### src/rtl/hex_keypad_scanner.sv
// Hex keypad scanner: drives one column of a 4x4 matrix keypad at a time,
// debounces a press on the detected row, emits a one-cycle event with the
// key's hex code, and shifts accepted codes into a 16-bit display word.
module hex_keypad_scanner #(
    parameter int SCAN_DIV   = 1000,
    parameter int DEBOUNCE_N = 8
) (
    input  logic        CLK,
    input  logic        RST_N,
    input  logic [3:0]  KP_ROW,
    output logic [3:0]  KP_COL,
    output logic        KEY_VALID,
    output logic [3:0]  KEY_CODE,
    output logic        KEY_HELD,
    output logic [15:0] DATA
);

    localparam int PW = (SCAN_DIV > 1) ? $clog2(SCAN_DIV) : 1;
    localparam logic [PW-1:0] PMAX = PW'(SCAN_DIV - 1);
    localparam int DW = $clog2(DEBOUNCE_N + 1);
    localparam logic [DW-1:0] DB_TGT = DW'(DEBOUNCE_N);
    localparam logic [DW-1:0] DB_ONE = DW'(1);

    typedef enum logic [1:0] {
        SCAN     = 2'd0,
        PRESS_DB = 2'd1,
        HELD     = 2'd2,
        REL_DB   = 2'd3
    } state_t;

    logic          rst_meta;
    logic          rst_sync;
    logic [3:0]    row_meta;
    logic [3:0]    row_sync;
    logic [PW-1:0] period;
    logic [1:0]    col;
    logic [1:0]    row_idx;
    logic [1:0]    row_idx_n;
    logic [DW-1:0] db_cnt;
    logic [DW-1:0] db_cnt_n;
    logic [DW-1:0] db_next;
    state_t        state;
    state_t        state_n;
    logic          sample;
    logic          any_low;
    logic          row_hit;
    logic          accept;
    logic          release_key;
    logic          col_adv;
    logic [3:0]    accept_code;

    // Saturating increment: the debounce count never wraps past the target.
    function automatic logic [DW-1:0] sat_inc(input logic [DW-1:0] v);
        if (v >= DB_TGT) return DB_TGT;
        return v + DB_ONE;
    endfunction

    // Lowest-index active-low row wins when several rows are pressed.
    function automatic logic [1:0] lowest_low(input logic [3:0] r);
        if (!r[0]) return 2'd0;
        if (!r[1]) return 2'd1;
        if (!r[2]) return 2'd2;
        return 2'd3;
    endfunction

    // Physical keypad layout: row r, column c to hex code.
    function automatic logic [3:0] key_map(input logic [1:0] r, input logic [1:0] c);
        case ({r, c})
            4'b00_00: return 4'h1;
            4'b00_01: return 4'h2;
            4'b00_10: return 4'h3;
            4'b00_11: return 4'hA;
            4'b01_00: return 4'h4;
            4'b01_01: return 4'h5;
            4'b01_10: return 4'h6;
            4'b01_11: return 4'hB;
            4'b10_00: return 4'h7;
            4'b10_01: return 4'h8;
            4'b10_10: return 4'h9;
            4'b10_11: return 4'hC;
            4'b11_00: return 4'hE;
            4'b11_01: return 4'h0;
            4'b11_10: return 4'hF;
            4'b11_11: return 4'hD;
        endcase
    endfunction

    // Reset asserts immediately but releases in step with CLK.
    always_ff @(posedge CLK or negedge RST_N) begin
        if (!RST_N) begin
            rst_meta <= 1'b0;
            rst_sync <= 1'b0;
        end else begin
            rst_meta <= 1'b1;
            rst_sync <= rst_meta;
        end
    end

    // Two-flop synchronizer for the asynchronous keypad rows (idle high).
    always_ff @(posedge CLK or negedge rst_sync) begin
        if (!rst_sync) begin
            row_meta <= 4'hF;
            row_sync <= 4'hF;
        end else begin
            row_meta <= KP_ROW;
            row_sync <= row_meta;
        end
    end

    // Scan period counter and column pointer; column moves only on a sample.
    always_ff @(posedge CLK or negedge rst_sync) begin
        if (!rst_sync) begin
            period <= '0;
            col    <= 2'd0;
        end else begin
            if (period == PMAX) period <= '0;
            else                period <= period + PW'(1);
            if (col_adv) col <= col + 2'd1;
        end
    end

    assign sample  = (period == PMAX);
    assign any_low = ~&row_sync;
    assign row_hit = ~row_sync[row_idx];
    assign db_next = sat_inc(db_cnt);

    // FSM state register together with the latched row and debounce count.
    always_ff @(posedge CLK or negedge rst_sync) begin
        if (!rst_sync) begin
            state   <= SCAN;
            row_idx <= 2'd0;
            db_cnt  <= '0;
        end else begin
            state   <= state_n;
            row_idx <= row_idx_n;
            db_cnt  <= db_cnt_n;
        end
    end

    // Next-state logic; all decisions are taken only at the sample point.
    always_comb begin
        state_n     = state;
        row_idx_n   = row_idx;
        db_cnt_n    = db_cnt;
        accept      = 1'b0;
        release_key = 1'b0;
        col_adv     = 1'b0;
        if (sample) begin
            case (state)
                SCAN: begin
                    if (any_low) begin
                        row_idx_n = lowest_low(row_sync);
                        db_cnt_n  = DB_ONE;
                        if (DB_ONE >= DB_TGT) begin
                            state_n = HELD;
                            accept  = 1'b1;
                        end else begin
                            state_n = PRESS_DB;
                        end
                    end else begin
                        col_adv = 1'b1;
                    end
                end
                PRESS_DB: begin
                    if (row_hit) begin
                        db_cnt_n = db_next;
                        if (db_next >= DB_TGT) begin
                            state_n = HELD;
                            accept  = 1'b1;
                        end
                    end else begin
                        state_n = SCAN;
                        col_adv = 1'b1;
                    end
                end
                HELD: begin
                    if (!row_hit) begin
                        db_cnt_n = DB_ONE;
                        if (DB_ONE >= DB_TGT) begin
                            state_n     = SCAN;
                            release_key = 1'b1;
                            col_adv     = 1'b1;
                        end else begin
                            state_n = REL_DB;
                        end
                    end
                end
                REL_DB: begin
                    if (!row_hit) begin
                        db_cnt_n = db_next;
                        if (db_next >= DB_TGT) begin
                            state_n     = SCAN;
                            release_key = 1'b1;
                            col_adv     = 1'b1;
                        end
                    end else begin
                        state_n = HELD;
                    end
                end
                default: state_n = SCAN;
            endcase
        end
    end

    // Output decode: one-hot-low column drive and the code of the key being accepted.
    always_comb begin
        KP_COL      = ~(4'b0001 << col);
        accept_code = key_map(row_idx_n, col);
    end

    // Registered key event, held flag and scrolling display word.
    always_ff @(posedge CLK or negedge rst_sync) begin
        if (!rst_sync) begin
            KEY_VALID <= 1'b0;
            KEY_CODE  <= 4'h0;
            KEY_HELD  <= 1'b0;
            DATA      <= 16'h0000;
        end else begin
            KEY_VALID <= accept;
            if (accept) begin
                KEY_CODE <= accept_code;
                DATA     <= {DATA[11:0], accept_code};
                KEY_HELD <= 1'b1;
            end else if (release_key) begin
                KEY_HELD <= 1'b0;
            end
        end
    end

endmodule

### config.mk
export PLATFORM = sky130hd
export DESIGN_NAME = hex_keypad_scanner
export DESIGN_NICKNAME = d
export VERILOG_FILES = /design/src/rtl/hex_keypad_scanner.sv
export SDC_FILE = /design/constraint.sdc
export NUM_CORES = 1
export LEC_CHECK = 0
export ABC_AREA = 1
export BUFFER_PORTS_ARGS = -buffer_cell sky130_fd_sc_hd__buf_2
export CORE_MARGIN = 5
export CORE_UTILIZATION = 35
export CTS_BUF_LIST = sky130_fd_sc_hd__clkbuf_4 sky130_fd_sc_hd__clkbuf_8
export CTS_CLUSTER_DIAMETER = 150
export DETAILED_ROUTE_END_ITERATION = 7
export GPL_ROUTABILITY_DRIVEN = 1
export PLACE_DENSITY = 0.52
export SYNTH_ARGS = -nofsm -noshare
export SYNTH_HDL_FRONTEND = slang
export SYNTH_SLANG_ARGS = --single-unit
### constraint.sdc
create_clock -name CLK -period 2.8 [get_ports CLK]
set_clock_uncertainty 0.05 [all_clocks]
set_input_delay 0 -clock CLK [delete_from_list [all_inputs] [get_ports CLK]]
set_output_delay 0 -clock CLK [all_outputs]
set_load 0.005 [all_outputs]
==> metrics.txt, run 1 <==
RSZ-0062 raised after global routing=false; DIE AREA=8770 um^2; Clock Tree Buf Depth=2; final hold vios=0; H-tree Lvls=2; Fillers=684; Yosys warning count=0; Area Overhead vs Synth=16.8%; commonest cells after routing, fill and taps aside=nand2_1 (75), dfrtp_1 (39), inv_1 (33); first-pass GRT wire length=8180 um; Pwr Total=0.00126 W; Setup crit end kind=register; most used cell, CP=nand3_4; Cell Area, Synth=2450 um^2; sequential fraction of the synthesis area=49.5%; status=finished clean; Primary FF master, synth=dfrtp_1; Post-CTS Setup Repair Bufs=0; sequential cell area=1210 um^2; Startpoint Class=register; Worst Setup Path Type=register to register; Worst path top cell family by delay=simple AND/OR/NAND/NOR gates; arrival time at the worst endpoint=2.00 ns; Pleak=1.49 nW; Psw=0.000255 W; max incr delay on CP=0.41 ns; internal power=0.00101 W; worst hold path class=input port to register; GP Congestion=0.788; Clock Sinks=48; DR pass1 iterations=4; clock transition at the registers of the reported paths=0.09 ns; Gate power share=1.6%; width of the chip=93.6 um; Max Clock Freq=551 MHz; final period utilization=64.8%; post-synthesis register bit count=48; most common cell after layout, fill and taps aside=nand2_1; mean post-synth cell area=8.68 um^2; DR vias=1812; share of layout cells above drive strength 1=24.6%; Worst-Margin Slew=0.969 ns; Vias/cell=4.35; grt ovf=0; Flop pwr share=57.0%; Syn Inst Count=282; Setup TNS=0 ns; Yosys cell types=35; Clock Tree Root=clkbuf_8; total global-route track usage=11.7%; CP required=2.99 ns; VDD IR-drop max=0.268 mV; # diodes=0; sw frac=20.2%; drt wl/cell=11.1 um; syn nets=297; Routed Antenna Nets=0; fin crit period=1.81 ns; I/O Pins=32; antenna violations before repair=0; fin. max-slew vios=0; Critical-path top delay cell=dfrtp_1; DRC Markers=0; cells along the critical path=ha_1 > nand2_2 > clkinv_2 > nand3_4 > nor2_8 > nand3_4 > inv_2 > nor2_1 > a21oi_2; Clock power frac=41.4%; Detail Placement HPWL=3350 um; Post-synth EDFFs=0; WP buf/inv=2; CP Max Fanout=17; core region area=6790 um^2; Slew headroom=35.4%; total CTS buffers=5; async set-or-reset flop fraction in the synthesized netlist=100%; Worst-Skew Late Latency=0.30 ns; TritonCTS clock tree=built; total of max-cap violations=0; Power Density=441 nW/um^2; layout net count=335; Iter 0 DRT Violations=69; Port Buffers=31; # setup viols final=0; area of the multi-input gates=1020 um^2; Initial Utilization=36.0%; vias in the first global route=1735; Total Wirelength=4620 um; largest net degree at the start of global routing=47; Die Y=93.6 um; Std-Cell Rows=30
-- per-layer routing --
layer  track usage [%]  vias up  part of all wire [%]
met5                 0        -                     0
met4              3.97        0                   1.5
met3              2.65        7                   3.6
met2              18.4       23                    46
met1              15.9      828                    49
li1                  -      954                     -
-- power by group through the flow --
stage	registers (W)	clock network [W]	logic, W
global route	0.000724	0.000576	0.0000231
global placement	0.000734	0	0.0000133
detailed placement	0.000734	0	0.0000135
CTS	0.000721	0.000547	0.0000198
floorplan	0.000729	0	0.00000794
finish	0.000719	0.000523	0.0000200
-- Yosys cell counts (2+ instances only) --
library cell   n  area, um^2
nand3_1       19        95.1
dfstp_2        8         210
nand3_4        5        87.6
ha_1           9         113
nor2_4         2        22.5
nand4_1        3        18.8
buf_4          4        30.0
nor3_1         4        20.0
inv_1         33         124
nand2_4        2        22.5
nand2_1       75         282
nand2_2        5        31.3
o21ai_1        3        15.0
xor2_1         3        26.3
a21oi_1        4        20.0
nor2_2         2        12.5
dfrtp_1       40        1000
inv_2         10        37.5
o21ai_0       17        85.1
nor2_1        19        71.3
-- flip-flops by register name, indices dropped and copies added (netlist names), named ones only --
signal and flops:
DATA 13, period 10, db_cnt 4, row_meta 4, row_sync 4, KEY_CODE 3
col 2, row_idx 2, KEY_HELD 1, KEY_VALID 1, rst_meta 1, rst_sync 1
state 1
-- final timing paths --
kind | from | to | slack (ns) | cells after the start
min reg2reg | row_meta[1] | row_sync[1] | 0.31 | 0
max reg2reg | period[0] | KEY_CODE[2] | 0.99 | 9
min | KP_ROW[3] | row_meta[3] | 0.28 | 2
max in group asynchronous | rst_sync | period[3] | 1.71 | 0
max | period[0] | KEY_CODE[2] | 0.99 | 9
min in group asynchronous | rst_sync | col[1] | 0.39 | 0
-- cell families after synthesis --
logic type / Yosys count / share of synthesized area [%]
AO/OA/AOI/OAI: 29 / 6.49
XOR/XNOR: 4 / 1.43
adder cells (fa/ha/maj): 9 / 4.60
buffers and inverters: 50 / 8.69
flip-flops: 48 / 49.5
other: 1 / 0.153
AND/OR/NAND/NOR: 141 / 29.2
-- what timing repair did --
item,in CTS,in global routing
gates resized for setup,0,0
hold buffers,6,0
endpoints found under the hold margin,6,0
-- area by class of cell --
cell class	count	area share (%)
Inverter	44	5.82
Clock buffer	6	2.89
Multi-Input combinational cell	184	35.8
Timing Repair Buffer	37	7.52
Tap cell	96	4.20
Clock inverter	2	1.36
Sequential cell	48	42.4
-- through the flow --
stage	instances	hold slack, ns	util (%)	setup slack (ns)	cell area, um^2
floorplan	282	-0.346	-	1.20	2450
global placement	403	-0.265	39.4	1.03	2680
CTS	417	0.267	42.1	0.975	2860
global route	417	0.287	42.1	0.776	2860
detailed placement	403	-0.262	39.4	0.983	2680
finish	417	0.284	42.1	0.985	2860
(Power assumes the default switching activity.)
==> inputs of run 2 (changes only) <==
==> constraint.sdc (replaced) <==
create_clock -name CLK -period 1.9 [get_ports CLK]
set_clock_uncertainty 0.05 [all_clocks]
set_input_delay 0 -clock CLK [delete_from_list [all_inputs] [get_ports CLK]]
set_output_delay 0 -clock CLK [all_outputs]
set_load 0.005 [all_outputs]
==> run 2 against run 1 <==
  * Non-clock buffer count rose by 4
  * Core utilization rose by 0.53 points
  * Cell area rose by 1.3%
  * Routed wire length fell by 2.8%
  * Worst setup slack got worse by 0.83 ns
  * Power rose by 46%
  * Worst hold slack got worse by 0.096 ns
  * Via count fell by 0.17%
  * Largest cell class unchanged
==> metrics.txt, run 2 (same netlist as run 1, synthesis figures left out) <==
status=finished clean (unchanged); commonest cells after routing, fill and taps aside=nand2_1 (75), dfrtp_1 (39), inv_1 (33) (unchanged); Pleak=1.51 nW (was 1.49 nW); Setup TNS=0 ns (unchanged); worst hold path class=register to asynchronous set/reset pin (was input port to register); GR Util met2=17.2% (was 18.4%); # diodes=0 (unchanged); DIE AREA=8770 um^2 (unchanged); Gate power share=2.3% (was 1.6%); utilization after layout=42.6% (was 42.1%); arrival time at the worst endpoint=1.88 ns (was 2.00 ns); total CTS buffers=5 (unchanged); largest net degree at the start of global routing=25 (was 47); GP Congestion=0.857 (was 0.788); grt ovf=0 (unchanged); first-pass GRT wire length=7850 um (was 8180 um); Slew headroom=66.0% (was 35.4%); Port Buffers=31 (unchanged); Max Clock Freq=574 MHz (was 551 MHz); Setup crit end kind=register (unchanged); # setup viols final=0 (unchanged); Vias/cell=4.30 (was 4.35); vias in the first global route=1687 (was 1735); fin. max-slew vios=0 (unchanged); clock transition at the registers of the reported paths=0.10 ns (was 0.09 ns); Iter 0 DRT Violations=52 (was 69); I/O Pins=32 (unchanged); DR pass1 iterations=4 (unchanged); width of the chip=93.6 um (unchanged); number of flip-flops in the largest register=13 (unchanged); RSZ-0062 raised after global routing=false (unchanged); VDD IR-drop max=0.425 mV (was 0.268 mV); layout net count=339 (was 335); Clock Tree Root=clkbuf_8 (unchanged); Clock Sinks=48 (unchanged); total of max-cap violations=0 (unchanged); fin crit period=1.74 ns (was 1.81 ns); Initial Utilization=36.0% (unchanged); largest reg by FF count=DATA (unchanged); Clock power frac=40.7% (was 41.4%); Worst Reg2Reg Path Length in Cells=10 (was 9); Total Wirelength=4490 um (was 4620 um); most common cell after layout, fill and taps aside=nand2_1 (unchanged); R2R Setup Slk=0.16 ns (was 0.99 ns); Power Density=637 nW/um^2 (was 441 nW/um^2); DR vias=1809 (was 1812); TritonCTS clock tree=built (unchanged); CP Max Fanout=9 (was 17); largest registers=DATA (13), period (10) (unchanged); total global-route track usage=11.1% (was 11.7%); antenna violations before repair=0 (unchanged); CP required=2.04 ns (was 2.99 ns); Std-Cell Rows=30 (unchanged); Worst-Margin Slew=0.511 ns (was 0.969 ns); met3 usage=2.90% (was 2.65%); Die Y=93.6 um (unchanged); final period utilization=91.6% (was 64.8%); Worst-Skew Late Latency=0.30 ns (about the same); grt peak-use layer=met2 (unchanged); Psw=0.000389 W (was 0.000255 W); internal power=0.00145 W (was 0.00101 W); share of layout cells above drive strength 1=25.5% (was 24.6%); Area Overhead vs Synth=18.3% (was 16.8%); sw frac=21.1% (was 20.2%); Startpoint Class=register (unchanged); Worst Setup Path Type=register to register (unchanged); Detail Placement HPWL=3420 um (was 3350 um); core region area=6790 um^2 (unchanged); met1 Track Usage GR=15.4% (was 15.9%); Fillers=682 (was 684); DRC Markers=0 (unchanged); Final Hold Slack=0.188 ns (was 0.284 ns); Routed Antenna Nets=0 (unchanged); Flop pwr share=57.0% (about the same); final hold vios=0 (unchanged); H-tree Lvls=2 (unchanged); Clock Tree Buf Depth=2 (unchanged); drt wl/cell=10.7 um (was 11.1 um)
## run 2: metrics by stage
stage	worst slack (ns)	cell area (um^2)	std cells	power, W
after global routing	0.00657	2900	421	0.00194
after detailed placement	0.128	2710	406	0.00111
after global placement	0.168	2710	406	0.00111
after floorplan	0.297	2450	282	0.00109
final	0.159	2900	421	0.00184
after CTS	0.118	2890	420	0.00188
## run 2: repair_timing
action	CTS	global route
gates resized for setup	0	1
buffers inserted	0	1
hold buffers	6	0
endpoints found under the setup margin	0	5
hold endpoints to repair	6	0
## run 2: worst max-delay path, cell delays in order (launching register included)
cell	delay [ns]
dfrtp_1	0.39
ha_1	0.22
nand2_2	0.09
clkinv_2	0.09
nand2_1	0.06
nor2_2	0.09
nand2_1	0.12
nor2_4	0.14
nand3_4	0.12
nor3b_1	0.20
nor2_1	0.07
## run 2: cell type report
type	instances	area [um^2]	share of cell area, %
tap	96	120	4.15
sequential	48	1210	41.9
multi-input combinational	184	1020	35.4
inverter	44	166	5.75
clock buffer	5	68.8	2.38
timing repair buffer	41	258	8.90
clock inverter	3	46.3	1.60
## run 2: power groups by stage
stage | sequential, W | combinational, W | clock (W)
floorplan | 0.00107 | 0.0000117 | 0
CTS | 0.00105 | 0.0000433 | 0.000784
global placement | 0.00107 | 0.0000341 | 0
finish | 0.00105 | 0.0000424 | 0.000750
detailed placement | 0.00107 | 0.0000340 | 0
global route | 0.00106 | 0.0000498 | 0.000830
## run 2: per-layer routing
layer | vias up | wire length [um]
met5 | - | 0
met4 | 0 | 44
met3 | 5 | 176
met2 | 22 | 1980
met1 | 823 | 2290
li1 | 959 | -
## run 2: final timing paths
check	start	endpoint
worst max-delay path	period[0]	db_cnt[2]
worst min-delay path	rst_sync	row_idx[1]
worst max register to register	period[0]	db_cnt[2]
worst min register to register	rst_sync	row_idx[1]
max in group asynchronous	rst_sync	DATA[5]
min in group CLK	KP_ROW[3]	row_meta[3]
==> inputs of run 3 (changes only) <==
==> constraint.sdc (replaced) <==
create_clock -name CLK -period 1.9 [get_ports CLK]
set_clock_uncertainty 0.05 [all_clocks]
set_input_delay 0.19 -clock CLK [delete_from_list [all_inputs] [get_ports CLK]]
set_output_delay 0.19 -clock CLK [all_outputs]
set_load 0.05 [all_outputs]
==> run 3 against run 2 <==
  * Worst hold slack worse by 0.046 ns
  * Cell area fell by 0.35%
  * Clock power about the same
  * Highest routed layer unchanged
==> metrics.txt, run 3 (same netlist as run 1, synthesis figures left out) <==
status=finished clean (unchanged); final period utilization=91.2% (was 91.6%); CP required=2.04 ns (about the same); GR Util met2=17.2% (unchanged); Std-Cell Rows=30 (unchanged); DR vias=1801 (was 1809); Critical-path top delay cell=dfrtp_1 (unchanged); Area Overhead vs Synth=17.9% (was 18.3%); largest registers=DATA (13), period (10) (unchanged); Startpoint Class=register (unchanged); Vias/cell=4.29 (was 4.30); core region area=6790 um^2 (unchanged); cells along the critical path=ha_1 > nand2_2 > clkinv_2 > nand2_1 > nor2_2 > nand2_1 > nor2_4 > nand3_4 > nor3b_1 > nor2_1 (unchanged); width of the chip=93.6 um (unchanged); Iter 0 DRT Violations=60 (was 52); Initial Utilization=36.0% (unchanged); WP buf/inv=1 (unchanged); H-tree Lvls=2 (unchanged); Routed Antenna Nets=0 (unchanged); arrival time at the worst endpoint=1.88 ns (about the same); share of layout cells above drive strength 1=25.6% (was 25.5%); Worst path top cell family by delay=simple AND/OR/NAND/NOR gates (unchanged); DR pass1 iterations=4 (unchanged); Clock Tree Root=clkbuf_8 (unchanged); Slew headroom=66.0% (about the same); grt peak-use layer=met2 (unchanged); # diodes=0 (unchanged); CP Max Fanout=9 (unchanged); drt wl/cell=10.7 um (about the same); Setup crit end kind=register (unchanged); Clock Tree Buf Depth=2 (unchanged); fin crit period=1.73 ns (was 1.74 ns); total of max-cap violations=0 (unchanged); Worst Setup Path Type=register to register (unchanged); # setup viols final=0 (unchanged); Max Clock Freq=577 MHz (was 574 MHz); max incr delay on CP=0.39 ns (about the same); Pleak=1.50 nW (was 1.51 nW); met3 usage=2.90% (unchanged); Setup TNS=0 ns (unchanged); RSZ-0062 raised after global routing=false (unchanged); Die Y=93.6 um (unchanged); Port Buffers=31 (unchanged); worst hold path class=input port to asynchronous set/reset pin (was register to asynchronous set/reset pin); DIE AREA=8770 um^2 (unchanged); total CTS buffers=5 (unchanged); DRC Markers=0 (unchanged); commonest cells after routing, fill and taps aside=nand2_1 (75), dfrtp_1 (39), inv_1 (33) (unchanged); antenna violations before repair=0 (unchanged); TritonCTS clock tree=built (unchanged); most used cell, CP=nand2_1 (unchanged); Fillers=680 (was 682); most common cell after layout, fill and taps aside=nand2_1 (unchanged); GP Congestion=0.857 (unchanged); total global-route track usage=11.1% (unchanged); grt ovf=0 (unchanged); Power Density=639 nW/um^2 (was 637 nW/um^2); met1 Track Usage GR=15.4% (unchanged); layout net count=338 (was 339); Clock Sinks=48 (unchanged); largest reg by FF count=DATA (unchanged); number of flip-flops in the largest register=13 (unchanged); fin. max-slew vios=0 (unchanged); utilization after layout=42.5% (was 42.6%); VDD IR-drop max=0.425 mV (about the same); clock transition at the registers of the reported paths=0.09 ns (was 0.10 ns); Worst-Margin Slew=0.511 ns (about the same); Total Wirelength=4480 um (was 4490 um); final hold vios=0 (unchanged); vias in the first global route=1682 (was 1687); largest net degree at the start of global routing=25 (unchanged); Worst-Skew Late Latency=0.30 ns (about the same); first-pass GRT wire length=7850 um (unchanged); Detail Placement HPWL=3420 um (unchanged); I/O Pins=32 (unchanged)
==> run 3: layer usage <==
metal,wire [um],vias up,part of all wire [%]
met2,1990,24,44
met1,2270,814,51
met3,179,5,4.0
met5,0,-,0
li1,-,958,-
met4,44,0,0.98
==> run 3: repair_timing <==
item / CTS / global route
endpoints found under the setup margin: 0 / 5
resized for setup: 0 / 1
hold buffers: 5 / 0
endpoints found under the hold margin: 6 / 0
setup buffers: 0 / 1
==> run 3: path summary, 6_finish.rpt <==
kind / cells past startpoint / from / slack [ns] / end
worst max-delay path: 10 / period[0] / 0.17 / db_cnt[2]
worst min-delay path: 2 / RST_N / 0.14 / rst_sync
worst max register to register: 10 / period[0] / 0.17 / db_cnt[2]
worst min register to register: 0 / rst_sync / 0.19 / row_idx[1]
max in group asynchronous: 1 / rst_sync / 1.11 / DATA[5]
min in group CLK: 0 / row_meta[1] / 0.31 / row_sync[1]
==> run 3: cell type report <==
| cell class | instances | area [um^2] | area share (%) |
|---|---|---|---|
| flip-flops and latches | 48 | 1210 | 42.0 |
| multi-input cells | 184 | 1020 | 35.5 |
| repair buffers | 40 | 248 | 8.58 |
| inverters | 44 | 166 | 5.77 |
| well taps | 96 | 120 | 4.16 |
| clock buffers | 5 | 68.8 | 2.38 |
| clock inverters | 3 | 46.3 | 1.60 |
==> run 3: where the power goes <==
group | internal (W) | leakage [nW] | switching, W
sequential | 0.00104 | 0.628 | 0.0000134
combinational | 0.0000181 | 0.821 | 0.0000226
clock | 0.000397 | 0.0548 | 0.000354
total | 0.00145 | 1.50 | 0.000390
==> run 3: stage by stage <==
stage | area (um^2) | cells | hold WS [ns] | power (W) | worst slack (ns)
after CTS | 2880 | 419 | 0.142 | 0.00188 | 0.118
after floorplan | 2450 | 282 | -0.156 | 0.00109 | 0.297
after global routing | 2890 | 420 | 0.145 | 0.00193 | 0.00657
after global placement | 2710 | 406 | -0.0739 | 0.00111 | 0.168
after detailed placement | 2710 | 406 | -0.0728 | 0.00111 | 0.128
final | 2890 | 420 | 0.142 | 0.00184 | 0.167
